<file path="src/rtl/cdc_hs_pkg.sv">
// Shared types for the four-phase req/ack clock-domain-crossing handshake.
// Used by the source-side transmitter and the destination-side receiver.
package cdc_hs_pkg;

  // Handshake phase as seen by the source side.
  typedef enum logic [1:0] {
    IDLE        = 2'd0,
    REQ_HI      = 2'd1,
    ACK_WAIT_LO = 2'd2
  } hs_state_t;

  // Width needed to hold 0..max_val. Never returns zero, so a disabled
  // timeout (max_val == 0) still gets a legal one-bit counter.
  function automatic int unsigned cnt_width(input int unsigned max_val);
    return (max_val == 0) ? 1 : $clog2(max_val + 1);
  endfunction

endpackage

</file>
<file path="src/rtl/synchronizer.sv">
// Multi-flop synchronizer for bringing asynchronous levels into i_clk.
// Ports:
//   i_clk      destination clock
//   i_reset_n  asynchronous active-low reset, clears every stage
//   i_data     asynchronous input bits
//   o_data     i_data delayed by NUM_FFS flops
module synchronizer #(
  parameter int unsigned LOGIC_SIZE = 1,
  parameter int unsigned NUM_FFS    = 2
) (
  input  logic                  i_clk,
  input  logic                  i_reset_n,
  input  logic [LOGIC_SIZE-1:0] i_data,
  output logic [LOGIC_SIZE-1:0] o_data
);

  localparam int unsigned CHAIN_W = NUM_FFS * LOGIC_SIZE;

  logic [CHAIN_W-1:0] chain_q;

  // Shift chain; the newest sample enters at the low end.
  always_ff @(posedge i_clk or negedge i_reset_n) begin
    if (!i_reset_n) begin
      chain_q <= '0;
    end else begin
      chain_q <= {chain_q[CHAIN_W-LOGIC_SIZE-1:0], i_data};
    end
  end

  assign o_data = chain_q[CHAIN_W-1 -: LOGIC_SIZE];

endmodule

</file>
<file path="src/rtl/cdc_handshake_tx.sv">
// Source-side half of a four-phase req/ack CDC handshake. Takes one
// AXI-Stream beat at a time, holds it on o_data with o_req raised, and waits
// for the destination's acknowledge to rise and fall again before taking the
// next beat.
// Ports:
//   i_clk, i_reset_n      source clock, asynchronous active-low reset
//   i_s_axis_tdata/tvalid AXI-Stream beat in
//   o_s_axis_tready       ready, only in IDLE with synchronized ack low
//   o_data, o_req         registered crossing data and request level
//   i_ack                 destination acknowledge, asynchronous to i_clk
//   o_busy                handshake in progress
//   o_timeout             sticky: a waiting phase lasted TIMEOUT_CYCLES
module cdc_handshake_tx
  import cdc_hs_pkg::*;
#(
  parameter int unsigned DATA_W         = 8,
  parameter int unsigned NUM_FFS        = 2,
  parameter int unsigned TIMEOUT_CYCLES = 1024
) (
  input  logic              i_clk,
  input  logic              i_reset_n,
  input  logic [DATA_W-1:0] i_s_axis_tdata,
  input  logic              i_s_axis_tvalid,
  output logic              o_s_axis_tready,
  output logic [DATA_W-1:0] o_data,
  output logic              o_req,
  input  logic              i_ack,
  output logic              o_busy,
  output logic              o_timeout
);

  localparam int unsigned      CNT_W      = cnt_width(TIMEOUT_CYCLES);
  localparam logic [CNT_W-1:0] CNT_MAX    = CNT_W'(TIMEOUT_CYCLES);
  localparam bit               TIMEOUT_EN = (TIMEOUT_CYCLES != 0);

  hs_state_t        state_q;
  hs_state_t        state_d;
  logic             ack_s;
  logic             accept;
  logic [CNT_W-1:0] wait_cnt_q;
  logic [CNT_W-1:0] wait_cnt_d;

  // Bring the destination acknowledge into this clock domain.
  synchronizer #(
    .LOGIC_SIZE (1),
    .NUM_FFS    (NUM_FFS)
  ) u_ack_sync (
    .i_clk     (i_clk),
    .i_reset_n (i_reset_n),
    .i_data    (i_ack),
    .o_data    (ack_s)
  );

  // State register.
  always_ff @(posedge i_clk or negedge i_reset_n) begin
    if (!i_reset_n) begin
      state_q <= IDLE;
    end else begin
      state_q <= state_d;
    end
  end

  // Next state. An ack rising outside REQ_HI is a receiver glitch and is
  // ignored here; in IDLE it only holds off tready.
  always_comb begin
    state_d = state_q;
    unique case (state_q)
      IDLE:        if (accept) state_d = REQ_HI;
      REQ_HI:      if (ack_s)  state_d = ACK_WAIT_LO;
      ACK_WAIT_LO: if (!ack_s) state_d = IDLE;
      default:     state_d = IDLE;
    endcase
  end

  // Combinational outputs and counter next value; no path from tvalid.
  always_comb begin
    o_s_axis_tready = (state_q == IDLE) && !ack_s;
    o_busy          = (state_q != IDLE);
    wait_cnt_d      = wait_cnt_q;
    if (state_d != state_q) begin
      wait_cnt_d = '0;
    end else if (o_busy && (wait_cnt_q != CNT_MAX)) begin
      wait_cnt_d = wait_cnt_q + CNT_W'(1);
    end
  end

  assign accept = i_s_axis_tvalid && o_s_axis_tready;

  // Crossing data only loads on acceptance, so it is frozen for the whole
  // handshake including the ack-low wait.
  always_ff @(posedge i_clk or negedge i_reset_n) begin
    if (!i_reset_n) begin
      o_data <= '0;
      o_req  <= 1'b0;
    end else if (accept) begin
      o_data <= i_s_axis_tdata;
      o_req  <= 1'b1;
    end else if ((state_q == REQ_HI) && ack_s) begin
      o_req  <= 1'b0;
    end
  end

  // Wait counter and sticky timeout; the handshake itself is never aborted.
  always_ff @(posedge i_clk or negedge i_reset_n) begin
    if (!i_reset_n) begin
      wait_cnt_q <= '0;
      o_timeout  <= 1'b0;
    end else begin
      wait_cnt_q <= wait_cnt_d;
      if (TIMEOUT_EN && (wait_cnt_d == CNT_MAX)) begin
        o_timeout <= 1'b1;
      end
    end
  end

endmodule

</file>
<file path="config.mk">
export PLATFORM = sky130hd
export DESIGN_NAME = cdc_handshake_tx
export DESIGN_NICKNAME = d
export VERILOG_FILES = /design/src/rtl/cdc_hs_pkg.sv /design/src/rtl/synchronizer.sv /design/src/rtl/cdc_handshake_tx.sv
export SDC_FILE = /design/constraint.sdc
export NUM_CORES = 1
export LEC_CHECK = 0
export ABC_CLOCK_PERIOD_IN_PS = 4150
export BUFFER_PORTS_ARGS = -buffer_cell sky130_fd_sc_hd__buf_2
export CAP_MARGIN = 20
export CORE_ASPECT_RATIO = 1.25
export CORE_MARGIN = 1
export CORE_UTILIZATION = 58
export CTS_BUF_LIST = sky130_fd_sc_hd__clkbuf_8 sky130_fd_sc_hd__clkbuf_16
export DETAILED_ROUTE_END_ITERATION = 12
export PLACE_DENSITY = 0.85
export SYNTH_ARGS = -nofsm -noshare
export SYNTH_HDL_FRONTEND = slang
export SYNTH_HIERARCHICAL = 1
export SYNTH_SLANG_ARGS = --single-unit
</file>
<file path="constraint.sdc">
create_clock -name i_clk -period 4.15 [get_ports i_clk]
set_input_delay 0.2075 -clock i_clk [delete_from_list [all_inputs] [get_ports i_clk]]
set_output_delay 0.2075 -clock i_clk [all_outputs]
set_load 0.01 [all_outputs]
</file>
==> impl_metrics.py, run 1 <==
metrics = {
    "outcome": {
        "status": "finished, final reports clean",
    },
    "routing": {
        "totalWireLength_mm": 2.517,
        "antenna_left": 0,
        "post-route-drc-count": 0,
        "detail_route.wl_per_cell_um": 14.63,
        "vias": 974,
        "initialDrtViolationCount": 25,
        "avgViaCountPerCell": 5.663,
        "drtPass1Iterations": 4,
    },
    "flow_run": {
        "max_cap_violations": 0,
    },
    "timing": {
        "setup-violations-final": 0,
        "fin_setup_tns_ps": 0,
        "timing_hold_violations_final": 0,
        "fmax_mhz": 481.3,
        "fin_skew_ps": 6.469,
        "worst_slew_pin_slew_ps": 711.0,
        "setup_repair_after_global_routing_missed_its_margin": "false",
        "min_period_ps": 2078,
        "period_share_pct": 50.06,
        "timing.max_slew.rel_slack_pct": 52.56,
        "timing.final.max_slew_violations": 0,
    },
    "place": {
        "placed_cells": 167,
        "port_buffers": 23,
        "gpl.final_weighted_congestion": 0.8062,
        "total_placed_instance_area_um2": 1426,
        "hpwlAfterDp_mm": 1.787,
    },
    "final_layout": {
        "fillerInstances": 146,
        "nNetsFinal": 157,
        "finish.utilization_pct": 72.47,
        "mostFrequentLayoutCell": "sky130_fd_sc_hd__dfrtp_1",
        "drive_gt1_share_pct": 30.99,
        "finish.instance_area_um2": 1485,
        "fin_cells": 172,
        "flow.area_growth_from_synthesis_pct": 12.62,
        "diodes": 0,
        "layout_common_cells": "25 x sky130_fd_sc_hd__dfrtp_1, 23 x sky130_fd_sc_hd__buf_2, 16 x sky130_fd_sc_hd__nor2_1",
    },
    "clocking": {
        "ctsRootBufferMaster": "sky130_fd_sc_hd__clkbuf_8",
        "cells_resized_by_post_cts_repair": 0,
        "tritoncts": "yes",
        "numCtsBuffers": 3,
        "h-tree-depth": 1,
        "cts.clk_slew.worst_paths_ps": 90,
        "cts_buffer_depth": 2,
        "clock_latency_ps": 280,
        "numClockSinks": 25,
    },
    "worst_setup_path": {
        "worst-r2r-cell-count": 5,
        "timing.reg2reg.setup_slack_ps": 2070,
        "worst_r2r_endpoint": "o_timeout",
        "worst-endpoint-arrival_ps": 2260,
        "crit_path_end_kind": "register",
        "setup.worst_path.start": "state_q[0]",
        "crit_path_max_fanout": 17,
        "critical_setup_path_kind": "reg2reg",
        "rr_startpoint": "state_q[0]",
        "timing.critical_path.from_type": "register",
        "critPathCapture": "o_timeout",
        "timing.critical_path.required_ps": 4330,
    },
    "floorplan": {
        "ioPinCount": 24,
        "fp.dieW_um": 44.65,
        "coreArea_um2": 2049,
        "num_rows": 18,
        "die-area_um2": 2470,
        "initial_utilization_pct": 64.35,
        "die_h_um": 55.31,
    },
    "yosys": {
        "synth_top_flop_cell": "sky130_fd_sc_hd__dfrtp_1",
        "postSynth.asyncResetShare_pct": 100.0,
        "post_synth_instance_area_um2": 1319,
        "netlist_instances": 120,
        "postSynthNetCount": 134,
        "biggest_area_consumer_among_synthesized_cells": "sky130_fd_sc_hd__dfrtp_1",
        "netlist_top_cells_area": "sky130_fd_sc_hd__dfrtp_1 47%, sky130_fd_sc_hd__mux2_2 6.8%, sky130_fd_sc_hd__xor2_1 5.3%",
        "synthDistinctLibCells": 38,
        "synth_area_per_cell_um2": 10.99,
        "synth_enable_flop_cells": 0,
        "ys_seq_area_share_pct": 47.44,
        "synth-warning-count": 6,
        "synth_seq_cells": 25,
        "area_share_of_the_largest_cell_type_after_synthesis_pct": 47.44,
    },
    "pwr": {
        "power_per_cell_area_nw_per_um2": 409.3,
        "worst_vdd_drop_mv": 0.3427,
        "p_leak_nw": 0.6698,
    },
    "global_routing": {
        "antenna_found_initial": 0,
        "grt_usage_pct": 22.98,
        "grt_start_max_net_pins": 26,
        "globalRoute.totalOverflow": 0,
        "grt_first_pass_wirelength_mm": 4.222,
        "number_of_global_route_vias_before_repair": 949,
    },
    "min_path": {
        "worstHoldPathType": "in2reg",
    },
}
worst min-delay path by stage:
stage | start | end | slack [ps] | cells after the start
4_1_cts | i_ack | u_ack_sync/chain_q[0] | 40 | 1
3_5_place_dp | i_reset_n | wait_cnt_q[10] | 220 | 1
6_report | i_ack | u_ack_sync/chain_q[0] | 40 | 1
2_1_floorplan | i_reset_n | o_data[0] | -90 | 0
5_1_grt | i_ack | u_ack_sync/chain_q[0] | 40 | 1
3_3_place_gp | i_reset_n | wait_cnt_q[10] | 220 | 1
where the power goes:
group          switching (mW)  internal [mW]  total [mW]
sequential             0.0305          0.277       0.308
combinational          0.0789         0.0709       0.150
clock                  0.0824         0.0682       0.151
kinds of logic after synthesis:
logic type,synth area share [%]
AND/OR/NAND/NOR,16.79
flip-flops,47.44
AO/OA/AOI/OAI,13.28
buffers and inverters,5.692
XOR/XNOR,7.306
multiplexers,7.590
adder cells (fa/ha/maj),1.897
critical path: stages (launching register included):
cell and delay, ps:
sky130_fd_sc_hd__dfrtp_1 520, sky130_fd_sc_hd__nand2b_1 220, sky130_fd_sc_hd__a2bb2oi_2 580, sky130_fd_sc_hd__nor3_1 170, sky130_fd_sc_hd__nand4b_1 220, sky130_fd_sc_hd__o41ai_2 270
metrics by stage:
| step | hold slack [ps] | setup WS (ps) | power, mW |
|---|---|---|---|
| after floorplan | -88.09 | 2384 | 0.4055 |
| after global placement | 218.1 | 2220 | 0.4486 |
| after detailed placement | 223.6 | 2106 | 0.4607 |
| after CTS | 41.61 | 2096 | 0.6089 |
| after global routing | 35.56 | 1916 | 0.6359 |
| final | 37.03 | 2072 | 0.6079 |
cell usage after synthesis, types with 2 or more instances:
library cell / n
sky130_fd_sc_hd__dfrtp_1: 25
sky130_fd_sc_hd__nor2_1: 16
sky130_fd_sc_hd__inv_1: 8
sky130_fd_sc_hd__mux2_2: 8
sky130_fd_sc_hd__xor2_1: 8
sky130_fd_sc_hd__o21ai_0: 5
sky130_fd_sc_hd__nand2_1: 4
sky130_fd_sc_hd__a21oi_1: 3
sky130_fd_sc_hd__and3_1: 3
sky130_fd_sc_hd__buf_2: 3
sky130_fd_sc_hd__nor3_1: 3
sky130_fd_sc_hd__xnor2_1: 3
sky130_fd_sc_hd__buf_6: 2
sky130_fd_sc_hd__ha_1: 2
sky130_fd_sc_hd__nand2b_1: 2
sky130_fd_sc_hd__nand3_1: 2
sky130_fd_sc_hd__nor4b_2: 2
what timing repair did:
action                                  CTS  global route
endpoints found under the hold margin    25             0
hold buffers                              1             0
endpoints found under the setup margin    0             0
setup buffers                             0             0
flip-flops by register name, indices dropped and copies added (netlist names):
signal	count
wait_cnt_q	11
o_data	8
state_q	2
u_ack_sync/chain_q	2
o_req	1
o_timeout	1
final cells by class:
cell class	count	area [um^2]	area share, %
flip-flops and latches	25	625.6	42.12
clock buffers	3	41.29	2.780
clock inverters	1	7.507	0.5055
repair buffers	24	125.1	8.425
multi-input cells	81	618.1	41.62
well taps	30	37.54	2.527
inverters	8	30.03	2.022
layer usage:
metal	vias to the layer above	part of all wire (%)	GRT usage (%)
met3	7	3.2	2.941
met4	0	2.9	10.39
met1	476	43	28.88
li1	462	-	-
met2	29	50	38.24
met5	-	0	0
No activity file was read; power rests on OpenSTA's default activity.
==> run 2, diff against run 1 <==
Settings changed: ABC_CLOCK_PERIOD_IN_PS 4150 to 1900, CORE_UTILIZATION 58 to 49, PLACE_DENSITY 0.85 to 0.76.
Clock period 4.15 ns to 1.9 ns, I/O delays scaled along.
==> impl_metrics.py, run 2 (synthesized netlist as in run 1, its figures left out) <==
metrics = {
    "timing": {
        "fin_skew_ps": 6.501,
        "min_period_ps": 1817,
        "worst_hold_slack_ps": 36.50,
        "timing.final.max_slew_violations": 0,
        "setup-violations-final": 0,
        "timing_hold_violations_final": 0,
        "worst_slew_pin_slew_ps": 546.5,
        "fmax_mhz": 550.5,
        "period_share_pct": 95.61,
        "timing.max_slew.rel_slack_pct": 63.56,
        "worst_slack_ps": 83.32,
    },
    "global_routing": {
        "globalRoute.totalOverflow": 0,
        "grt_start_max_net_pins": 26,
        "number_of_global_route_vias_before_repair": 972,
        "grt_first_pass_wirelength_mm": 4.526,
        "antenna_found_initial": 0,
        "grt_usage_pct": 21.00,
    },
    "place": {
        "detailedPlace.worstSlack_ps": 6.852,
        "total_placed_instance_area_um2": 1520,
        "hpwlAfterDp_mm": 1.941,
        "gpl.final_weighted_congestion": 0.8146,
        "port_buffers": 23,
    },
    "clocking": {
        "cts.clk_slew.worst_paths_ps": 90,
        "ctsRootBufferMaster": "sky130_fd_sc_hd__clkbuf_8",
        "numCtsBuffers": 3,
        "cts_buffer_depth": 2,
        "cts_post_setup_buffers_inserted": 0,
        "h-tree-depth": 1,
        "tritoncts": "yes",
        "numClockSinks": 25,
        "clock_latency_ps": 280,
    },
    "floorplan": {
        "ioPinCount": 24,
        "die-area_um2": 2904,
        "die_h_um": 60,
        "fp.dieW_um": 48.40,
        "coreArea_um2": 2502,
        "num_rows": 20,
        "initial_utilization_pct": 52.70,
    },
    "worst_setup_path": {
        "timing.critical_path.required_ps": 2080,
        "crit_path_max_fanout": 6,
        "crit_path_end_kind": "register",
        "timing.critical_path.from_type": "register",
        "worst-endpoint-arrival_ps": 2000,
        "critical_setup_path_kind": "reg2reg",
    },
    "final_layout": {
        "fillerInstances": 196,
        "finish.instance_area_um2": 1623,
        "mostFrequentLayoutCell": "sky130_fd_sc_hd__buf_2",
        "multi_input_area_um2": 648.1,
        "final-seq-area_um2": 629.4,
        "layout_common_cells": "23 x sky130_fd_sc_hd__buf_2, 22 x sky130_fd_sc_hd__dfrtp_1, 16 x sky130_fd_sc_hd__nor2_1",
        "nNetsFinal": 170,
        "largest_register_ffs": 11,
        "largest-register": "wait_cnt_q",
        "drive_gt1_share_pct": 40.65,
        "biggestRegsByFlops": "wait_cnt_q: 11 flops, o_data: 8 flops",
        "flow.area_growth_from_synthesis_pct": 23.06,
        "diodes": 0,
    },
    "flow_run": {
        "max_cap_violations": 0,
    },
    "routing": {
        "detail_route.wl_per_cell_um": 14.28,
        "vias": 1011,
        "initialDrtViolationCount": 22,
        "avgViaCountPerCell": 5.378,
        "totalWireLength_mm": 2.684,
        "antenna_left": 0,
        "post-route-drc-count": 0,
        "drtPass1Iterations": 5,
    },
    "pwr": {
        "worst_vdd_drop_mv": 0.8984,
        "power_per_cell_area_nw_per_um2": 856.3,
        "p_leak_nw": 0.7441,
    },
    "outcome": {
        "status": "finished, final reports clean",
    },
    "min_path": {
        "worstHoldPathType": "in2reg",
    },
}
-- run 2: changes by cell type in the layout (fill, tap and decap cells not counted), sizes merged --
cell	before	now
buf	23	35
dlygate4sd3	1	2
-- run 2: where the power goes --
group / switching, mW / internal, mW
logic: 0.189 / 0.199
clock network: 0.185 / 0.149
registers: 0.0599 / 0.608
total: 0.434 / 0.956
-- run 2: through the flow --
step                instances  setup TNS [ps]  total power, mW  utilization (%)
finish                    188               0            1.390            64.85
detailed placement        182               0            1.041            60.75
global placement          182               0            1.019            60.75
floorplan                 120               0           0.8858                -
global route              188         -0.5818            1.457            64.85
CTS                       188               0            1.376            63.50
-- run 2: final cells by class --
| class | instances | share of cell area, % |
|---|---|---|
| inverters | 8 | 1.850 |
| clock inverters | 1 | 0.4626 |
| clock buffers | 3 | 2.544 |
| multi-input cells | 81 | 39.94 |
| repair buffers | 37 | 13.88 |
| flip-flops and latches | 25 | 38.78 |
| well taps | 33 | 2.544 |
-- run 2: critical path, stage by stage (launching register included) --
cell and delay, ps:
sky130_fd_sc_hd__dfrtp_2 460, sky130_fd_sc_hd__inv_1 90, sky130_fd_sc_hd__ha_1 160, sky130_fd_sc_hd__nor4b_4 200, sky130_fd_sc_hd__and3_1 230, sky130_fd_sc_hd__nor3_1 80, sky130_fd_sc_hd__nand4b_1 220, sky130_fd_sc_hd__o41ai_2 270
-- run 2: worst paths after layout --
| path | start | to | slack [ps] | cells past startpoint |
|---|---|---|---|---|
| setup / recovery | wait_cnt_q[0] | o_timeout | 80 | 7 |
| hold / removal | i_s_axis_tdata[6] | o_data[6] | 40 | 2 |
| setup reg to reg | wait_cnt_q[0] | o_timeout | 80 | 7 |
| hold reg to reg | u_ack_sync/chain_q[0] | u_ack_sync/chain_q[1] | 360 | 0 |
| max in group asynchronous | i_reset_n | state_q[0] | 1180 | 2 |
| min in group asynchronous | i_reset_n | wait_cnt_q[5] | 320 | 2 |
-- run 2: repair_timing --
action                                  4_1_cts  5_1_grt
gates resized for setup                       0        8
endpoints found under the setup margin        0        1
endpoints found under the hold margin        26        0
hold buffers                                  2        0
-- run 2: layer usage --
metal	vias to the layer above	wire (um)	track usage, %
met3	7	94	3.308
li1	486	-	-
met1	493	1145	24.76
met4	0	73	12.61
met5	-	0	0
met2	25	1371	36.62
==> run 3, diff against run 2 <==
Settings changed: SETUP_SLACK_MARGIN from default to 0.1.
==> impl_metrics.py, run 3 (synthesized netlist as in run 1, its figures left out) <==
metrics = {
    "pwr": {
        "p_sw_share_pct": 31.30,
        "clock_power_share_pct": 22.7,
        "worst_vdd_drop_mv": 0.9011,
        "power_share_of_the_combinational_group_pct": 30.8,
        "internal_pwr_total_mw": 0.9949,
        "pwr-share-seq_pct": 46.5,
        "netSwitchingPower_mw": 0.4532,
        "power_per_cell_area_nw_per_um2": 846.0,
        "p_leak_nw": 0.7715,
    },
    "routing": {
        "post-route-drc-count": 0,
        "antenna_left": 0,
        "avgViaCountPerCell": 5.325,
        "initialDrtViolationCount": 19,
        "detail_route.wl_per_cell_um": 14.46,
        "vias": 1033,
        "totalWireLength_mm": 2.806,
        "drtPass1Iterations": 4,
    },
    "floorplan": {
        "initial_utilization_pct": 52.70,
        "fp.dieW_um": 48.40,
        "die_h_um": 60,
        "coreArea_um2": 2502,
        "die-area_um2": 2904,
        "ioPinCount": 24,
        "num_rows": 20,
    },
    "timing": {
        "fmax_mhz": 565.2,
        "min_period_ps": 1769,
        "setup-violations-final": 0,
        "worst_slack_ps": 130.6,
        "worst_slew_pin_slew_ps": 555.5,
        "timing.max_slew.rel_slack_pct": 62.97,
        "worst_hold_slack_ps": 42.45,
        "fin_skew_ps": 2.673,
        "period_share_pct": 93.13,
        "timing.final.max_slew_violations": 0,
        "setup_repair_after_global_routing_missed_its_margin": "true",
        "fin_setup_tns_ps": 0,
        "timing_hold_violations_final": 0,
    },
    "final_layout": {
        "diodes": 0,
        "mostFrequentLayoutCell": "sky130_fd_sc_hd__buf_2",
        "largest_register_ffs": 11,
        "flow.area_growth_from_synthesis_pct": 29.79,
        "layout_common_cells": "23 x sky130_fd_sc_hd__buf_2, 18 x sky130_fd_sc_hd__dfrtp_1, 18 x sky130_fd_sc_hd__buf_4",
        "nNetsFinal": 176,
        "finish.utilization_pct": 68.40,
        "fillerInstances": 187,
        "biggestRegsByFlops": "wait_cnt_q: 11 flops, o_data: 8 flops",
        "finish.instance_area_um2": 1712,
        "drive_gt1_share_pct": 49.07,
        "largest-register": "wait_cnt_q",
    },
    "outcome": {
        "status": "finished, final reports clean",
    },
    "worst_setup_path": {
        "crit_path_max_fanout": 5,
        "timing.critical_path.from_type": "register",
        "timing.critical_path.required_ps": 2080,
        "worst-r2r-cell-count": 5,
        "crit_path_max_incr_delay_ps": 540,
        "critPathSlowestCell": "sky130_fd_sc_hd__or4_4",
        "worst-endpoint-arrival_ps": 1950,
        "critical_setup_path_kind": "reg2reg",
        "crit_buf_inv": 0,
        "levels_on_crit_path": 5,
        "critPathTopFamily": "simple AND/OR/NAND/NOR gates",
        "cp_cell_sequence": "o211ai_2 > or4_4 > xor2_2 > o21ai_2 > o41ai_2",
        "crit_path_end_kind": "register",
    },
    "clocking": {
        "tritoncts": "yes",
        "cts_buffer_depth": 2,
        "ctsRootBufferMaster": "sky130_fd_sc_hd__clkbuf_8",
        "numClockSinks": 25,
        "clock_latency_ps": 280,
        "cts.clk_slew.worst_paths_ps": 90,
        "numCtsBuffers": 3,
        "h-tree-depth": 1,
    },
    "global_routing": {
        "grt_usage_pct": 21.64,
        "grt_start_max_net_pins": 26,
        "globalRoute.totalOverflow": 0,
        "number_of_global_route_vias_before_repair": 1012,
        "antenna_found_initial": 0,
        "grt_first_pass_wirelength_mm": 4.671,
    },
    "place": {
        "hpwlAfterDp_mm": 1.941,
        "gpl.final_weighted_congestion": 0.8146,
        "total_placed_instance_area_um2": 1520,
        "detailedPlace.worstSlack_ps": 6.852,
        "port_buffers": 23,
    },
    "flow_run": {
        "max_cap_violations": 0,
    },
    "min_path": {
        "hold-path-cell-count": 2,
        "worstHoldPathType": "in2reg",
    },
}
## run 3: cell types whose count changed in the layout (fill, tap and decap cells not counted), sizes merged
cell,before,now
buf,35,41
## run 3: layout make-up
| cell class | count | area [um^2] | share of cell area [%] |
|---|---|---|---|
| sequential | 25 | 634.4 | 37.06 |
| multi-input combinational | 81 | 686.9 | 40.13 |
| inverter | 8 | 30.03 | 1.754 |
| tap | 33 | 41.29 | 2.412 |
| clock buffer | 3 | 41.29 | 2.412 |
| clock inverter | 1 | 7.507 | 0.4386 |
| timing repair buffer | 43 | 270.3 | 15.79 |
## run 3: per-stage QoR
stage          power (mW)  std cells
2_1_floorplan      0.8858        120
3_3_place_gp        1.019        182
3_5_place_dp        1.041        182
4_1_cts             1.407        192
5_1_grt             1.522        194
6_report            1.448        194
## run 3: layer usage
metal  share of wire, %  vias to the layer above  global-route usage (%)
met4                3.2                        0                   13.03
li1                   -                      503                       -
met2                 50                       21                   37.63
met3                2.7                        9                   3.308
met5                  0                        -                       0
met1                 44                      500                   25.65
## run 3: path summary, 6_finish.rpt
check / startpoint / endpoint / slack (ps)
max in group asynchronous: i_reset_n / wait_cnt_q[1] / 1170
worst min-delay path: i_s_axis_tdata[6] / o_data[6] / 40
min in group asynchronous: i_reset_n / wait_cnt_q[8] / 330
worst max register to register: wait_cnt_q[0] / o_timeout / 130
worst max-delay path: wait_cnt_q[0] / o_timeout / 130
worst min register to register: u_ack_sync/chain_q[0] / u_ack_sync/chain_q[1] / 370
## run 3: what timing repair did
| item | 4_1_cts | 5_1_grt |
|---|---|---|
| setup endpoints to repair | 1 | 2 |
| pin swaps | 2 | 1 |
| hold endpoints to repair | 26 | 0 |
| hold buffers | 2 | 0 |
| setup buffers | 4 | 2 |
| gates resized for setup | 5 | 16 |
## run 3: power groups by stage
stage	Clock, mW	Sequential [mW]	Combinational (mW)
global route	0.355	0.683	0.483
finish	0.328	0.674	0.446
detailed placement	0	0.677	0.364
global placement	0	0.667	0.352
CTS	0.340	0.664	0.404
floorplan	0	0.689	0.196
## run 3: worst register-to-register path: stages (launching register included)
cell and delay, ps:
sky130_fd_sc_hd__dfrtp_2 450, sky130_fd_sc_hd__o211ai_2 140, sky130_fd_sc_hd__or4_4 540, sky130_fd_sc_hd__xor2_2 180, sky130_fd_sc_hd__o21ai_2 80, sky130_fd_sc_hd__o41ai_2 290
